--- src/rtl/mips_mc_controller.sv ---
// rtl/mips_mc_controller.sv - multicycle MIPS control FSM driving datapath enables and muxes
// Ports:
//   clk, reset           clock and synchronous active-high reset
//   op, funct, zero      IR opcode/funct fields and ALU zero flag
//   memready             shared memory port completes its access this cycle
//   iord .. pcen         datapath selects and enables
//   illegal              one-cycle pulse on an undecodable opcode or funct
//   state                current state encoding for debug
module mips_mc_controller #(
  parameter bit ENABLE_ADDI = 1'b1,
  parameter bit ENABLE_BNE  = 1'b1,
  parameter bit ENABLE_JUMP = 1'b1
) (
  input  logic       clk,
  input  logic       reset,
  input  logic [5:0] op,
  input  logic [5:0] funct,
  input  logic       zero,
  input  logic       memready,
  output logic       iord,
  output logic       memwrite,
  output logic       irwrite,
  output logic       regdst,
  output logic       memtoreg,
  output logic       regwrite,
  output logic       alusrca,
  output logic [1:0] alusrcb,
  output logic [1:0] pcsrc,
  output logic [2:0] alucontrol,
  output logic       pcen,
  output logic       illegal,
  output logic [3:0] state
);

  typedef enum logic [3:0] {
    FETCH   = 4'd0,
    DECODE  = 4'd1,
    MEMADR  = 4'd2,
    MEMRD   = 4'd3,
    MEMWB   = 4'd4,
    MEMWR   = 4'd5,
    RTYPEEX = 4'd6,
    RTYPEWB = 4'd7,
    BEQEX   = 4'd8,
    BNEEX   = 4'd9,
    ADDIEX  = 4'd10,
    ADDIWB  = 4'd11,
    JEX     = 4'd12
  } state_t;

  localparam logic [5:0] OP_R    = 6'b000000;
  localparam logic [5:0] OP_LW   = 6'b100011;
  localparam logic [5:0] OP_SW   = 6'b101011;
  localparam logic [5:0] OP_BEQ  = 6'b000100;
  localparam logic [5:0] OP_BNE  = 6'b000101;
  localparam logic [5:0] OP_ADDI = 6'b001000;
  localparam logic [5:0] OP_J    = 6'b000010;

  localparam logic [2:0] ALU_ADD = 3'b010;
  localparam logic [2:0] ALU_SUB = 3'b110;

  state_t     cur;
  logic       op_ok;
  logic       funct_ok;
  logic [2:0] funct_alu;

  // Disabled optional opcodes fall out of the legal set entirely.
  always_comb begin
    op_ok = (op == OP_LW) || (op == OP_SW) || (op == OP_R) || (op == OP_BEQ) ||
            (ENABLE_BNE  && (op == OP_BNE))  ||
            (ENABLE_ADDI && (op == OP_ADDI)) ||
            (ENABLE_JUMP && (op == OP_J));
  end

  always_comb begin
    funct_ok  = 1'b1;
    funct_alu = ALU_ADD;
    case (funct)
      6'b100000: funct_alu = 3'b010;
      6'b100010: funct_alu = 3'b110;
      6'b100100: funct_alu = 3'b000;
      6'b100101: funct_alu = 3'b001;
      6'b101010: funct_alu = 3'b111;
      default:   funct_ok  = 1'b0;
    endcase
  end

  always_ff @(posedge clk) begin
    if (reset) begin
      cur <= FETCH;
    end else begin
      case (cur)
        FETCH:   if (memready) cur <= DECODE;
        DECODE: begin
          if ((op == OP_LW) || (op == OP_SW))  cur <= MEMADR;
          else if (op == OP_R)                 cur <= RTYPEEX;
          else if (op == OP_BEQ)               cur <= BEQEX;
          else if (ENABLE_BNE  && op == OP_BNE)  cur <= BNEEX;
          else if (ENABLE_ADDI && op == OP_ADDI) cur <= ADDIEX;
          else if (ENABLE_JUMP && op == OP_J)    cur <= JEX;
          else                                 cur <= FETCH;
        end
        MEMADR:  cur <= (op == OP_SW) ? MEMWR : MEMRD;
        MEMRD:   if (memready) cur <= MEMWB;
        MEMWB:   cur <= FETCH;
        MEMWR:   if (memready) cur <= FETCH;
        RTYPEEX: cur <= funct_ok ? RTYPEWB : FETCH;
        RTYPEWB: cur <= FETCH;
        BEQEX:   cur <= FETCH;
        BNEEX:   cur <= FETCH;
        ADDIEX:  cur <= ADDIWB;
        ADDIWB:  cur <= FETCH;
        JEX:     cur <= FETCH;
        default: cur <= FETCH;
      endcase
    end
  end

  assign state = cur;

  // Outputs are a function of state; only pcen/irwrite look at memready/zero directly.
  // Side-effecting strobes are masked by reset in the same cycle so an aborted
  // store cannot keep writing.
  always_comb begin
    iord       = 1'b0;
    memwrite   = 1'b0;
    irwrite    = 1'b0;
    regdst     = 1'b0;
    memtoreg   = 1'b0;
    regwrite   = 1'b0;
    alusrca    = 1'b0;
    alusrcb    = 2'b00;
    pcsrc      = 2'b00;
    alucontrol = ALU_ADD;
    pcen       = 1'b0;
    illegal    = 1'b0;
    case (cur)
      FETCH: begin
        alusrcb = 2'b01;
        irwrite = memready;
        pcen    = memready;
      end
      DECODE: begin
        alusrcb = 2'b11;
        illegal = ~op_ok;
      end
      MEMADR: begin
        alusrca = 1'b1;
        alusrcb = 2'b10;
      end
      MEMRD:   iord = 1'b1;
      MEMWB: begin
        regwrite = 1'b1;
        memtoreg = 1'b1;
      end
      MEMWR: begin
        iord     = 1'b1;
        memwrite = 1'b1;
      end
      RTYPEEX: begin
        alusrca    = 1'b1;
        alucontrol = funct_alu;
        illegal    = ~funct_ok;
      end
      RTYPEWB: begin
        regwrite = 1'b1;
        regdst   = 1'b1;
      end
      BEQEX, BNEEX: begin
        alusrca    = 1'b1;
        alucontrol = ALU_SUB;
        pcsrc      = 2'b01;
        pcen       = (cur == BEQEX) ? zero : ~zero;
      end
      ADDIEX: begin
        alusrca = 1'b1;
        alusrcb = 2'b10;
      end
      ADDIWB:  regwrite = 1'b1;
      JEX: begin
        pcsrc = 2'b10;
        pcen  = 1'b1;
      end
      default: ;
    endcase
    if (reset) begin
      memwrite = 1'b0;
      regwrite = 1'b0;
      irwrite  = 1'b0;
      pcen     = 1'b0;
      illegal  = 1'b0;
    end
  end

endmodule

--- config.mk ---
export PLATFORM = sky130hd
export DESIGN_NAME = mips_mc_controller
export DESIGN_NICKNAME = d
export VERILOG_FILES = /design/src/rtl/mips_mc_controller.sv
export SDC_FILE = /design/constraint.sdc
export NUM_CORES = 1
export LEC_CHECK = 0
export ABC_CLOCK_PERIOD_IN_PS = 1900
export CAP_MARGIN = 10
export CORE_ASPECT_RATIO = 1.1
export CORE_MARGIN = 2
export CORE_UTILIZATION = 37
export DETAILED_ROUTE_END_ITERATION = 10
export PLACE_DENSITY = 0.78
export SLEW_MARGIN = 30
export SYNTH_ARGS = -nofsm -noshare
export SYNTH_HDL_FRONTEND = slang
export SYNTH_SLANG_ARGS = --single-unit
--- constraint.sdc ---
create_clock -name clk -period 1.9 [get_ports clk]
set_input_delay 0.38 -clock clk [delete_from_list [all_inputs] [get_ports clk]]
set_output_delay 0.38 -clock clk [all_outputs]
set_load 0.005 [all_outputs]
==> flow_summary.yaml <==
route:
  met1_length_um: 1380
  met3_length_um: 390
  routedWlPerCell_um: 22.4
  totalWireLength_um: 4290
  initialDrtViolationCount: 84
  vias_per_cell: 6.42
  wl_met2_um: 2160
  drc: 0
  dr_total_vias: 1227
  first_pass_iters: 5
  final_antenna_net_count: 0
  top_layer_used: "met4"
placement:
  gp_congestion: 0.863
  port_buffers: 35
  dp_hpwl_um: 2190
floorplan:
  initial_core_util: 0.398
  fp.dieH_um: 47.2
  ios: 36
  die_w_um: 43.2
  core-area_um2: 1580
  die-area_um2: 2040
  rows: 15
synthesis:
  syn_area_um2: 627
  synth_seq_area_share: 0.128
  ys_top_cells_by_area: "dfxtp_1, nor2_1, nand2b_1, nor3_1, nor2b_1"
  ys_ff_latch: 4
  synth-async-reset-ratio: 0
  yosys.area.top_type_share: 0.128
  synthAdderAreaFrac: 0
  synth_ff_type: "dfxtp_1"
  ys_types: 40
  synth-compound-area-share: 0.285
  ys.warnings.count: 0
  netlist_instances: 96
  synthMuxAreaShare: 0.0180
  synth_simple_gate_area_frac: 0.527
  synth_top_family_by_area: "simple AND/OR/NAND/NOR gates"
  syn_avg_cell_area_um2: 6.53
  yosysMostFrequentCell: "nor2_1"
  yosys.area.top_type: "dfxtp_1"
  synthXorXnorAreaFrac: 0
  synth-edff-count: 0
  synth_nets: 112
  synth_common_cells: "nor2_1, nand2b_1, nor3_1"
global_routing:
  grt_pass1_vias: 1127
  antenna_found_initial: 0
  gr-usage-all-layers: 0.345
  grt_pass1_wl_um: 5200
  grt-ovfl-total: 0
  grt_max_degree: 10
layout:
  n_antenna_cell: 0
  nets: 192
  largest_register_ffs: 4
  final_util: 0.944
  area_growth_pct: 137
  drive_gt1_frac: 0.489
setup_path:
  slowest_delay_ps: 360
  crit_path_end_kind: "output pin"
  crit_top_cell: "nor2_1"
  worstSetupPathType: "register to output pin"
  cp-start-kind: "register"
  path_cells: "buf_6, nand2b_4, buf_4, a21oi_1, nor2_1, nor2_1, dlygate4sd2_1"
  cp_slowest_cell: "dfxtp_4"
  arrival_ps: 1580
  crit_required_ps: 1520
  path_max_fanout: 4
min_path:
  hold_class: "register to register"
timing:
  rsz0062_at_grt: "yes"
  slew_viol_final: 0
  finalCriticalPeriod_ps: 1960
  worst_slew_pin_slew_ps: 389
  worst_slack_ps: -63.1
  setup_viol: 4
  hold_ws_ps: 637
  fin_crit_sh: 1.03
  finalHoldViolCount: 0
  finalSetupTns_ps: -138
  skew_ps: 0.625
  fmax_mhz: 509
  relSlewSlack: 0.738
clocking:
  tritoncts: "yes"
  clk_latency_ps: 240
  clkTransAtPathRegs_ps: 40
  clock-sinks: 4
  cts_buffers: 3
  clockRootBuffer: "clkbuf_4"
  cts-htree-levels: 1
  clk_path_buf_depth: 2
  ctsHoldBuffers: 0
power:
  p_leak_uw: 0.000702
  ir_drop_mv: 0.277
  power_density_nw_per_um2: 281
run_status:
  violations: "setup timing"
  status: "complete, but fails checks"
job:
  drv_cap: 0
[power by group]
| group | switching (µW) | internal (µW) | total, µW |
|---|---|---|---|
| Combinational | 99.6 | 115 | 214 |
| Clock | 42.4 | 71.2 | 114 |
| Sequential | 4.79 | 84.8 | 89.6 |
[layout by cell type, fill, tap and decap left out, drive strengths merged, types with 3 or more instances in the layout]
cell type / instances
nand2b: 8
nor3: 8
nor2b: 6
dfxtp: 4
nand2: 6
clkbuf: 7
dlymetal6s2s: 5
a21oi: 6
dlygate4sd2: 14
clkdlybuf4s50: 8
nor2: 14
nand3b: 3
buf: 49
a31oi: 3
[per-stage QoR]
stage          instances  power, µW  setup WS (ps)  cell area, µm²
2_1_floorplan         96        150            110             627
3_3_place_gp         182        259           -828            1270
3_5_place_dp         182        265           -875            1270
4_1_cts              188        385           -185            1420
5_1_grt              191        428          -63.1            1490
6_report             191        417          -63.1            1490
[cell type report]
class                      instances  area (µm²)
clock buffer                       3        22.5
multi-input combinational         85         668
timing repair buffer              80         678
sequential                         4        90.1
tap                               17        21.3
fill                              50        88.8
inverter                           2        7.51
[logic make-up after synthesis]
family / after synthesis
simple gates: 59
compound gates: 25
buf+inv: 7
flops: 4
mux: 1
[per-layer routing]
layer	up-vias	GRT usage
met3	41	0.0423
met4	0	0.182
li1	520	-
met1	547	0.356
met5	-	0
met2	119	0.690
[final timing paths]
check | end | start | slack (ps) | cells past startpoint
setup / recovery | regwrite | state[2] | -60 | 7
hold reg to reg | state[2] | state[3] | 640 | 2
hold / removal | state[2] | state[3] | 640 | 2
setup reg to reg | state[2] | state[0] | 60 | 6
[worst max-delay path, delay by kind of cell (launching register included)]
kind	cells	cell delay, ps
flops	1	360
compound gates	1	160
buf+inv	3	530
simple gates	3	300
[timing repair]
action                     in CTS  in global routing
gates resized for setup        59                 32
setup endpoints to repair      17                 12
buffers inserted                4                  3
pin swaps                      10                 10
Note: power is estimated with default switching activity, not from simulation.
